### src/rtl/offchip_pkg.sv
// Shared types and constants for the off-chip link arbiter and lane-buffer controller.
package offchip_pkg;

  // Ceiling log2, usable in constant expressions.
  function automatic int clog2(input int value);
    int r;
    r = 0;
    while ((1 << r) < value) r++;
    return r;
  endfunction

  // Downstream lane buffer: 8 entries of 32 bits each.
  localparam int CREDITS          = 8;
  // A 64-bit beat occupies two 32-bit lane entries.
  localparam int ENTRIES_PER_BEAT = 2;
  // The reader hands space back in chunks of this many entries.
  localparam int CRD_RET_QUANTUM  = 4;
  // Width of the free-entry counter, able to hold 0..CREDITS.
  localparam int CRD_W            = clog2(CREDITS + 1);

  typedef enum logic [0:0] {
    IDLE = 1'b0,
    SEND = 1'b1
  } arb_state_t;

endpackage

### src/rtl/offchip_rr_arbiter.sv
// Combinational round-robin arbiter: rotate requests by the pointer,
// priority-encode the lowest set bit, then rotate the index back.
module offchip_rr_arbiter #(
  parameter int N_REQ = 4,
  parameter int ID_W  = 2
) (
  input  logic [N_REQ-1:0] req,
  input  logic [ID_W-1:0]  ptr,
  output logic [N_REQ-1:0] grant,
  output logic [ID_W-1:0]  grant_idx,
  output logic             any
);

  logic [2*N_REQ-1:0] doubled;
  logic [N_REQ-1:0]   rotated;
  logic [ID_W-1:0]    offset;

  // Rotate so the pointer position becomes bit 0, then pick the first requester.
  always_comb begin
    doubled = {req, req} >> ptr;
    rotated = doubled[N_REQ-1:0];
    offset  = '0;
    any     = 1'b0;
    for (int i = N_REQ - 1; i >= 0; i--) begin
      if (rotated[i]) begin
        offset = ID_W'(i);
        any    = 1'b1;
      end
    end
    grant_idx = ID_W'((int'(offset) + int'(ptr)) % N_REQ);
    grant     = any ? (N_REQ'(1) << grant_idx) : '0;
  end

endmodule

### src/rtl/offchip_link_arbiter.sv
// Round-robin, credit-gated arbiter sharing one 64-bit off-chip link
// between N_REQ requesters ahead of the lane-split buffer.
module offchip_link_arbiter
  import offchip_pkg::*;
#(
  parameter int N_REQ  = 4,
  parameter int DATA_W = 64,
  parameter int ID_W   = 2
) (
  input  logic                    clk,
  input  logic                    rst,
  input  logic [N_REQ-1:0]        req_valid,
  input  logic [N_REQ*DATA_W-1:0] req_data,
  output logic [N_REQ-1:0]        req_ready,
  output logic                    link_valid,
  output logic [DATA_W-1:0]       link_data,
  output logic [ID_W-1:0]         link_id,
  input  logic                    link_ready,
  input  logic                    crd_ret,
  output logic [CRD_W-1:0]        credits,
  output logic                    err_crd_ovf
);

  arb_state_t       state;
  arb_state_t       state_next;
  logic [ID_W-1:0]  rr_ptr;
  logic [N_REQ-1:0] arb_grant;
  logic [ID_W-1:0]  arb_idx;
  logic             arb_any;
  logic             take;
  logic             debit;
  logic [CRD_W:0]   credit_sum;

  offchip_rr_arbiter #(
    .N_REQ (N_REQ),
    .ID_W  (ID_W)
  ) u_rr (
    .req       (req_valid),
    .ptr       (rr_ptr),
    .grant     (arb_grant),
    .grant_idx (arb_idx),
    .any       (arb_any)
  );

  // State register.
  always_ff @(posedge clk) begin
    if (rst) state <= IDLE;
    else     state <= state_next;
  end

  // Next state, grant pulse and debit; a grant needs room for a whole beat.
  always_comb begin
    state_next = state;
    req_ready  = '0;
    take       = 1'b0;
    debit      = 1'b0;
    case (state)
      IDLE: begin
        if (!rst && arb_any && (credits >= CRD_W'(ENTRIES_PER_BEAT))) begin
          req_ready  = arb_grant;
          take       = 1'b1;
          state_next = SEND;
        end
      end
      SEND: begin
        if (link_ready) begin
          debit      = 1'b1;
          state_next = IDLE;
        end
      end
      default: state_next = IDLE;
    endcase
  end

  assign link_valid = (state == SEND);

  // Payload register: captured on grant, held until the handshake.
  always_ff @(posedge clk) begin
    if (rst) begin
      link_data <= '0;
      link_id   <= '0;
    end else if (take) begin
      link_data <= req_data[int'(arb_idx)*DATA_W +: DATA_W];
      link_id   <= arb_idx;
    end
  end

  // Round-robin pointer advances past the owner once its beat is delivered.
  always_ff @(posedge clk) begin
    if (rst)        rr_ptr <= '0;
    else if (debit) rr_ptr <= ID_W'((int'(link_id) + 1) % N_REQ);
  end

  // One extra bit so a return on a full counter is visible as overflow.
  always_comb begin
    credit_sum = {1'b0, credits}
               - (debit   ? (CRD_W+1)'(ENTRIES_PER_BEAT) : '0)
               + (crd_ret ? (CRD_W+1)'(CRD_RET_QUANTUM)  : '0);
  end

  // Credit counter with clamp and sticky overflow flag.
  always_ff @(posedge clk) begin
    if (rst) begin
      credits     <= CRD_W'(CREDITS);
      err_crd_ovf <= 1'b0;
    end else if (credit_sum > (CRD_W+1)'(CREDITS)) begin
      credits     <= CRD_W'(CREDITS);
      err_crd_ovf <= 1'b1;
    end else begin
      credits     <= credit_sum[CRD_W-1:0];
    end
  end

endmodule
### config.mk
export PLATFORM = sky130hd
export DESIGN_NAME = offchip_link_arbiter
export DESIGN_NICKNAME = d
export VERILOG_FILES = /design/src/rtl/offchip_pkg.sv /design/src/rtl/offchip_rr_arbiter.sv /design/src/rtl/offchip_link_arbiter.sv
export SDC_FILE = /design/constraint.sdc
export NUM_CORES = 1
export LEC_CHECK = 0
export CORE_AREA = 8 8 126 128
export DETAILED_ROUTE_END_ITERATION = 8
export DIE_AREA = 0 0 134 136
export PLACE_DENSITY = 0.77
export SYNTH_ARGS = -nofsm -noshare
export SYNTH_HDL_FRONTEND = slang
export SYNTH_HIERARCHICAL = 1
export SYNTH_SLANG_ARGS = --single-unit
### constraint.sdc
create_clock -name clk -period 3.1 [get_ports clk]
set_input_delay 0.62 -clock clk [delete_from_list [all_inputs] [get_ports clk]]
set_output_delay 0.62 -clock clk [all_outputs]
set_load 0.02 [all_outputs]
==> impl_metrics.xml, run 1 <==
<?xml version="1.0" encoding="UTF-8"?>
<metrics>
  <group name="run_status">
    <metric name="run_status" unit="">complete, no violations</metric>
  </group>
  <group name="global_route">
    <metric name="grt_start_max_net_pins" unit="">65</metric>
    <metric name="grt.overflow.total" unit="">0</metric>
    <metric name="first_global_vias" unit="">4850</metric>
    <metric name="grt_first_pass_wirelength" unit="um">29400</metric>
    <metric name="globalRouteTotalUtil" unit="%">21.1</metric>
    <metric name="antenna_violations_before_repair" unit="">2</metric>
  </group>
  <group name="finish">
    <metric name="drive_gt1_share" unit="%">18.4</metric>
    <metric name="final_core_utilization" unit="%">58.8</metric>
    <metric name="multi_input_comb_area" unit="sq mm">0.00263</metric>
    <metric name="layout_common_cells" unit="">330 x sky130_fd_sc_hd__clkdlybuf4s50_1, 73 x sky130_fd_sc_hd__dfxtp_1, 64 x sky130_fd_sc_hd__mux4_2, 64 x sky130_fd_sc_hd__a22o_1, 17 x sky130_fd_sc_hd__buf_4</metric>
    <metric name="nets" unit="">928</metric>
    <metric name="final.fill_count" unit="">1155</metric>
    <metric name="register_area" unit="sq mm">0.00146</metric>
    <metric name="mostFrequentLayoutCell" unit="">sky130_fd_sc_hd__clkdlybuf4s50_1</metric>
    <metric name="synthToLayoutAreaGrowth" unit="%">91.2</metric>
    <metric name="antennaDiodeCount" unit="">0</metric>
  </group>
  <group name="worst_setup_path">
    <metric name="worstPathRequired" unit="ns">2.48</metric>
    <metric name="critPathCaptureType" unit="">output port</metric>
    <metric name="path_class" unit="">input pin to output port</metric>
    <metric name="setup.worst_path.start_class" unit="">input pin</metric>
    <metric name="critical_path.reg2reg.startpoint" unit="">rr_ptr[0]</metric>
    <metric name="critical_path.reg2reg.endpoint" unit="">link_data[9]</metric>
    <metric name="critical_path.max_fanout" unit="">4</metric>
    <metric name="rrSetupSlack" unit="ns">0.30</metric>
    <metric name="cp_data_arrival_time" unit="ns">2.37</metric>
    <metric name="reg2reg_depth" unit="">8</metric>
  </group>
  <group name="power">
    <metric name="irDropWorstVdd" unit="V">0.000415</metric>
    <metric name="static-leakage-power" unit="nW">3.10</metric>
    <metric name="total_power" unit="mW">5.25</metric>
    <metric name="power-per-cell-area" unit="mW/mm^2">636</metric>
  </group>
  <group name="sta">
    <metric name="fin_tns_setup" unit="ns">0</metric>
    <metric name="slew-limit-headroom" unit="%">51.4</metric>
    <metric name="timing.final.crit_period" unit="ns">2.99</metric>
    <metric name="finalWorstSetupSlack" unit="ns">0.106</metric>
    <metric name="setup_violations" unit="">0</metric>
    <metric name="finalCritPeriodShare" unit="%">96.6</metric>
    <metric name="tightest_slew" unit="ns">0.730</metric>
    <metric name="timing_max_transition_violations_final" unit="">0</metric>
    <metric name="rsz_0062_raised_after_global_routing" unit="">false</metric>
    <metric name="final_hold_viol_count" unit="">0</metric>
    <metric name="final_worst_clock_skew" unit="ns">0.00530</metric>
    <metric name="holdWs" unit="ns">0.473</metric>
    <metric name="fmax" unit="MHz">334</metric>
  </group>
  <group name="routing">
    <metric name="first_iter_violations" unit="">195</metric>
    <metric name="antenna_left" unit="">0</metric>
    <metric name="num_vias" unit="">4428</metric>
    <metric name="post_drt_wl_per_cell" unit="um">23.7</metric>
    <metric name="routed_via_density" unit="">5.23</metric>
    <metric name="totalWireLength" unit="um">20100</metric>
    <metric name="route.detailed.drc" unit="">0</metric>
    <metric name="drt_first_pass_iters" unit="">4</metric>
  </group>
  <group name="logic_synthesis">
    <metric name="gate_count_after_technology_mapping" unit="">320</metric>
    <metric name="post_synth_mux_area_share" unit="%">34.5</metric>
    <metric name="synth_fa_ha_area_share" unit="%">1.91</metric>
    <metric name="post_synth_and_or_nand_nor_area_fraction" unit="%">4.95</metric>
    <metric name="synth.net_count" unit="">590</metric>
    <metric name="synth_enable_flop_cells" unit="">0</metric>
    <metric name="post_synthesis_cell_type_count" unit="">41</metric>
    <metric name="synth_compound_gate_area_share" unit="%">16.8</metric>
    <metric name="synth_top_family_by_area" unit="">multiplexers</metric>
    <metric name="synth_warnings" unit="">6</metric>
    <metric name="synth_xor_area_share" unit="%">1.01</metric>
    <metric name="async_reset_ff_share" unit="%">0</metric>
    <metric name="postSynthAreaPerCell" unit="sq um">13.5</metric>
    <metric name="predominant_post_synthesis_flop_cell" unit="">sky130_fd_sc_hd__dfxtp_1</metric>
    <metric name="synth_seq_cells" unit="">73</metric>
    <metric name="post_synth_main_area_contributors" unit="">sky130_fd_sc_hd__dfxtp_1 34%, sky130_fd_sc_hd__mux4_2 33%, sky130_fd_sc_hd__a22o_1 13%</metric>
    <metric name="netlist.top_cell.by_area" unit="">sky130_fd_sc_hd__dfxtp_1</metric>
    <metric name="synth_largest_type_area_fraction" unit="%">33.8</metric>
    <metric name="synth-seq-area-share" unit="%">33.8</metric>
    <metric name="post_synth_instance_area" unit="sq mm">0.00432</metric>
  </group>
  <group name="placement">
    <metric name="buffer_ports.inserted" unit="">338</metric>
    <metric name="gp_congestion" unit="">0.882</metric>
    <metric name="detailedPlace.worstSlack" unit="ns">-0.727</metric>
    <metric name="detailed_place_hpwl" unit="um">16300</metric>
  </group>
  <group name="clocking">
    <metric name="tritoncts_num_sinks" unit="">73</metric>
    <metric name="htree_levels" unit="">3</metric>
    <metric name="postCtsHoldBufs" unit="">0</metric>
    <metric name="cts_max_path_buffers" unit="">2</metric>
    <metric name="cts_setup_buffers" unit="">0</metric>
    <metric name="cts-root-buf" unit="">sky130_fd_sc_hd__clkbuf_16</metric>
    <metric name="clk_transition_reported_paths" unit="ns">0.05</metric>
    <metric name="clock_tree_from_tritoncts" unit="">built</metric>
    <metric name="worstSkewPairLatency" unit="ns">0.34</metric>
    <metric name="tritoncts.num_buffers" unit="">9</metric>
  </group>
  <group name="die">
    <metric name="die_area" unit="sq mm">0.0182</metric>
    <metric name="die_h" unit="um">136</metric>
    <metric name="floorplan.die.width" unit="um">134</metric>
    <metric name="placeableCoreArea" unit="sq mm">0.0140</metric>
    <metric name="initial_core_util" unit="%">30.8</metric>
    <metric name="num_io_pins" unit="">340</metric>
    <metric name="rows" unit="">44</metric>
  </group>
  <group name="min_path">
    <metric name="worstHoldPathCells" unit="">1</metric>
    <metric name="worst_hold_path_class" unit="">flop to flop</metric>
    <metric name="hold_start" unit="">link_data[9]</metric>
    <metric name="timing.hold.worst_endpoint" unit="">link_data[9]</metric>
  </group>
  <group name="flow_run">
    <metric name="drv.max_cap_violation_count" unit="">0</metric>
  </group>
</metrics>
-- worst max-delay path by stage --
stage	start	end	slack (ns)	depth (start not counted)
floorplan	req_valid[2]	link_data[23]	0.30	11
global placement	req_valid[2]	req_ready[3]	-0.61	10
detailed placement	req_valid[2]	req_ready[3]	-0.73	10
CTS	req_valid[2]	req_ready[1]	0.09	10
global route	req_valid[0]	req_ready[0]	0.02	11
finish	req_valid[0]	req_ready[0]	0.11	11
-- cell type report --
| cell class | instances | share of cell area, % |
|---|---|---|
| clock inverters | 6 | 1.12 |
| well taps | 184 | 2.79 |
| clock buffers | 10 | 2.77 |
| multi-input cells | 202 | 31.8 |
| inverters | 13 | 0.591 |
| repair buffers | 359 | 43.2 |
| flip-flops and latches | 73 | 17.7 |
-- Yosys cell counts, types with 4 or more instances --
cell type and n:
sky130_fd_sc_hd__nand2_1 6, sky130_fd_sc_hd__buf_12 5, sky130_fd_sc_hd__and2_1 4, sky130_fd_sc_hd__mux4_2 64, sky130_fd_sc_hd__ha_1 5, sky130_fd_sc_hd__clkbuf_1 5
sky130_fd_sc_hd__buf_2 17, sky130_fd_sc_hd__mux2i_1 5, sky130_fd_sc_hd__dfxtp_1 73, sky130_fd_sc_hd__a21oi_1 6, sky130_fd_sc_hd__inv_1 13, sky130_fd_sc_hd__nor3_1 4
sky130_fd_sc_hd__nor2_1 5, sky130_fd_sc_hd__a22o_1 64
-- repair_timing --
action | in CTS | in global routing
resized for setup | 31 | 7
pin swaps | 3 | 0
endpoints found under the hold margin | 0 | 0
setup endpoints to repair | 68 | 4
-- sequential cells by signal, indices dropped and copies added, names as in the netlist --
name         count
rr_ptr           2
err_crd_ovf      1
credits          3
link_id          2
link_data       64
link_valid       1
-- layer usage --
layer,up-vias,global-route usage (%),part of all wire (%)
li1,1986,-,-
met3,37,9.02,9.4
met2,213,38.0,53
met5,-,0,0.15
met4,4,5.80,2.1
met1,2188,22.1,36
-- worst max-delay path, cell delays in order --
cell	delay, ns
sky130_fd_sc_hd__dlygate4sd2_1	0.26
sky130_fd_sc_hd__buf_4	0.16
sky130_fd_sc_hd__nor4_2	0.23
sky130_fd_sc_hd__a21oi_1	0.08
sky130_fd_sc_hd__o21ai_2	0.09
sky130_fd_sc_hd__ha_4	0.23
sky130_fd_sc_hd__nor2_1	0.13
sky130_fd_sc_hd__nand2_1	0.10
sky130_fd_sc_hd__mux2i_1	0.16
sky130_fd_sc_hd__and2_1	0.15
sky130_fd_sc_hd__buf_2	0.16
-- stage by stage --
step                instances  instance area, sq um
CTS                       847                  8250
floorplan                 320                  4320
global placement          831                  7910
detailed placement        831                  7910
global route              847                  8260
finish                    847                  8260
-- power by group --
part | total [mW] | switching, mW | internal [mW]
sequential | 1.38 | 0.166 | 1.22
combinational | 2.75 | 1.23 | 1.52
clock | 1.12 | 0.410 | 0.707
-- logic make-up (layout without fill, tap and decap cells) --
| logic type | Yosys count | in the layout |
|---|---|---|
| other cells | 1 | 1 |
| flops | 73 | 73 |
| fa+ha+maj | 6 | 6 |
| xor+xnor | 5 | 5 |
| buf+inv | 45 | 388 |
| simple gates | 35 | 35 |
| mux | 69 | 69 |
| compound gates | 86 | 86 |
No activity file was read; power rests on OpenSTA's default activity.
==> inputs of run 2 (changes only) <==
--- a/config.mk
+++ b/config.mk
@@ -8,7 +8,7 @@
 export CORE_AREA = 8 8 126 128
 export DETAILED_ROUTE_END_ITERATION = 8
 export DIE_AREA = 0 0 134 136
-export PLACE_DENSITY = 0.77
+export PLACE_DENSITY = 0.84
 export SYNTH_ARGS = -nofsm -noshare
 export SYNTH_HDL_FRONTEND = slang
 export SYNTH_HIERARCHICAL = 1
==> impl_metrics.xml, run 2 (synthesized netlist as in run 1, its figures left out) <==
<?xml version="1.0" encoding="UTF-8"?>
<metrics>
  <group name="finish">
    <metric name="number_of_flip_flops_in_the_largest_register" unit="">64</metric>
    <metric name="mostFrequentLayoutCell" unit="">sky130_fd_sc_hd__clkdlybuf4s50_1</metric>
    <metric name="layout_common_cells" unit="">330 x sky130_fd_sc_hd__clkdlybuf4s50_1, 72 x sky130_fd_sc_hd__dfxtp_1, 64 x sky130_fd_sc_hd__mux4_2, 64 x sky130_fd_sc_hd__a22o_1, 20 x sky130_fd_sc_hd__buf_4</metric>
    <metric name="largest-register" unit="">link_data</metric>
    <metric name="layout_top_registers" unit="">link_data: 64 flops, credits: 3 flops</metric>
    <metric name="final_core_utilization" unit="%">58.5</metric>
    <metric name="stdcell_area" unit="sq mm">0.00822</metric>
    <metric name="synthToLayoutAreaGrowth" unit="%">90.3</metric>
    <metric name="drive_gt1_share" unit="%">18.2</metric>
    <metric name="final_non_filler_cells" unit="">846</metric>
    <metric name="nets" unit="">927</metric>
  </group>
  <group name="clocking">
    <metric name="postCtsHoldBufs" unit="">0</metric>
    <metric name="cts-root-buf" unit="">sky130_fd_sc_hd__clkbuf_16</metric>
    <metric name="clock_tree_from_tritoncts" unit="">built</metric>
    <metric name="tritoncts.num_buffers" unit="">9</metric>
    <metric name="htree_levels" unit="">3</metric>
    <metric name="cts_max_path_buffers" unit="">2</metric>
    <metric name="worstSkewPairLatency" unit="ns">0.33</metric>
    <metric name="clk_transition_reported_paths" unit="ns">0.06</metric>
    <metric name="tritoncts_num_sinks" unit="">73</metric>
  </group>
  <group name="placement">
    <metric name="buffer_ports.inserted" unit="">338</metric>
    <metric name="placed_cell_area" unit="sq mm">0.00791</metric>
    <metric name="detailedPlace.worstSlack" unit="ns">-0.791</metric>
    <metric name="place_inst" unit="">830</metric>
    <metric name="gp_congestion" unit="">0.895</metric>
    <metric name="detailed_place_hpwl" unit="um">16200</metric>
  </group>
  <group name="worst_setup_path">
    <metric name="rrSetupSlack" unit="ns">0.32</metric>
    <metric name="cp_data_arrival_time" unit="ns">2.40</metric>
    <metric name="critical_path.max_fanout" unit="">4</metric>
    <metric name="setup.worst_path.start_class" unit="">input pin</metric>
    <metric name="critPathCaptureType" unit="">output port</metric>
    <metric name="path_class" unit="">input pin to output port</metric>
    <metric name="worstPathRequired" unit="ns">2.48</metric>
  </group>
  <group name="routing">
    <metric name="routed_via_density" unit="">5.21</metric>
    <metric name="route.detailed.drc" unit="">0</metric>
    <metric name="post_drt_wl_per_cell" unit="um">23.4</metric>
    <metric name="num_vias" unit="">4407</metric>
    <metric name="totalWireLength" unit="um">19800</metric>
    <metric name="antenna_left" unit="">0</metric>
    <metric name="drt_first_pass_iters" unit="">4</metric>
    <metric name="first_iter_violations" unit="">254</metric>
  </group>
  <group name="power">
    <metric name="total_power" unit="mW">5.15</metric>
    <metric name="seq_power_share" unit="%">26.9</metric>
    <metric name="irDropWorstVdd" unit="V">0.000468</metric>
    <metric name="p_int" unit="mW">3.39</metric>
    <metric name="p_sw_share" unit="%">34.2</metric>
    <metric name="power.switching" unit="mW">1.76</metric>
    <metric name="static-leakage-power" unit="nW">3.09</metric>
    <metric name="power.clock.fraction" unit="%">20.3</metric>
    <metric name="power-per-cell-area" unit="mW/mm^2">626</metric>
    <metric name="power.share.combinational" unit="%">52.7</metric>
  </group>
  <group name="die">
    <metric name="floorplan.die.width" unit="um">134</metric>
    <metric name="num_io_pins" unit="">340</metric>
    <metric name="placeableCoreArea" unit="sq mm">0.0140</metric>
    <metric name="die_area" unit="sq mm">0.0182</metric>
    <metric name="die_h" unit="um">136</metric>
    <metric name="rows" unit="">44</metric>
    <metric name="initial_core_util" unit="%">30.8</metric>
  </group>
  <group name="sta">
    <metric name="final_worst_clock_skew" unit="ns">0.00663</metric>
    <metric name="timing_max_transition_violations_final" unit="">0</metric>
    <metric name="timing.final.crit_period" unit="ns">3.02</metric>
    <metric name="finalCritPeriodShare" unit="%">97.4</metric>
    <metric name="rsz_0062_raised_after_global_routing" unit="">true</metric>
    <metric name="finalWorstSetupSlack" unit="ns">0.0819</metric>
    <metric name="tightest_slew" unit="ns">0.742</metric>
    <metric name="final_hold_viol_count" unit="">0</metric>
    <metric name="setup_violations" unit="">0</metric>
    <metric name="slew-limit-headroom" unit="%">50.5</metric>
    <metric name="fmax" unit="MHz">331</metric>
  </group>
  <group name="min_path">
    <metric name="worst_hold_path_class" unit="">flop to flop</metric>
  </group>
  <group name="global_route">
    <metric name="grt-busiest-layer" unit="">met2</metric>
    <metric name="grt_use_met2" unit="%">36.1</metric>
    <metric name="grt_use_met1" unit="%">22.8</metric>
    <metric name="grt.overflow.total" unit="">0</metric>
    <metric name="gr_met3_demand_resource" unit="%">6.54</metric>
    <metric name="globalRouteTotalUtil" unit="%">20.4</metric>
    <metric name="first_global_vias" unit="">4694</metric>
    <metric name="grt_first_pass_wirelength" unit="um">28300</metric>
    <metric name="antenna_violations_before_repair" unit="">3</metric>
    <metric name="grt_start_max_net_pins" unit="">65</metric>
  </group>
  <group name="run_status">
    <metric name="run_status" unit="">complete, no violations</metric>
  </group>
  <group name="flow_run">
    <metric name="drv.max_cap_violation_count" unit="">0</metric>
  </group>
</metrics>
## run 2: cell count changes in the layout (fill, tap and decap cells not counted), sizes merged
cell,previous run,this run
diode,0,1
buf,25,24
bufinv,2,1
clkbuf,12,14
clkinvlp,2,0
## run 2: path summary, 6_finish.rpt
path | startpoint | end | depth (start not counted)
worst max-delay path | req_valid[0] | req_ready[2] | 11
worst min-delay path | link_data[8] | link_data[8] | 1
worst max register to register | rr_ptr[0] | link_data[36] | 7
worst min register to register | link_data[8] | link_data[8] | 1
## run 2: timing repair
action	in CTS	in global routing
setup endpoints to repair	68	39
setup buffers	0	0
gates resized for setup	28	10
pin swaps	2	1
## run 2: final cells by class
class | instances | area [sq um]
clock buffer | 12 | 256
antenna | 1 | 2.50
timing repair buffer | 358 | 3560
tap | 184 | 230
clock inverter | 3 | 40.0
fill | 1144 | 5820
multi-input combinational | 202 | 2620
inverter | 13 | 48.8
sequential | 73 | 1460
## run 2: critical path, cell delays in order
cell                            delay [ns]
sky130_fd_sc_hd__dlygate4sd2_1        0.27
sky130_fd_sc_hd__buf_4                0.15
sky130_fd_sc_hd__nor4_2               0.28
sky130_fd_sc_hd__a21oi_2              0.08
sky130_fd_sc_hd__o21ai_2              0.11
sky130_fd_sc_hd__ha_4                 0.24
sky130_fd_sc_hd__nor2_1               0.13
sky130_fd_sc_hd__nand2_1              0.08
sky130_fd_sc_hd__mux2i_1              0.14
sky130_fd_sc_hd__and2_1               0.14
sky130_fd_sc_hd__buf_4                0.14
## run 2: layer usage
layer  vias to the layer above  wire [um]  share of wire (%)
li1                       1989          -                  -
met4                         4        483                2.4
met1                      2170       7340                 37
met5                         -         29               0.15
met3                        37       1660                8.4
met2                       207      10300                 52
## run 2: power by group through the flow
| stage | Sequential [mW] | Clock (mW) | Combinational (mW) |
|---|---|---|---|
| 6_report | 1.39 | 1.05 | 2.72 |
| 3_5_place_dp | 1.40 | 0 | 2.73 |
| 5_1_grt | 1.42 | 1.10 | 2.88 |
| 3_3_place_gp | 1.39 | 0 | 2.67 |
| 4_1_cts | 1.39 | 1.07 | 2.74 |
| 2_1_floorplan | 1.71 | 0 | 1.27 |
## run 2: through the flow
step	hold WS [ns]	setup TNS, ns
after global placement	0.460	-24.19
after CTS	0.480	0
after floorplan	0.512	0
after global routing	0.488	-0.191
after detailed placement	0.460	-34.38
final	0.479	0
==> inputs of run 3 (changes only) <==
--- a/config.mk
+++ b/config.mk
@@ -5,6 +5,7 @@
 export SDC_FILE = /design/constraint.sdc
 export NUM_CORES = 1
 export LEC_CHECK = 0
+export CAP_MARGIN = 20
 export CORE_AREA = 8 8 126 128
 export DETAILED_ROUTE_END_ITERATION = 8
 export DIE_AREA = 0 0 134 136
==> results of run 3 <==
No change in the layout: final DEF, timing and power equal those of run 2.
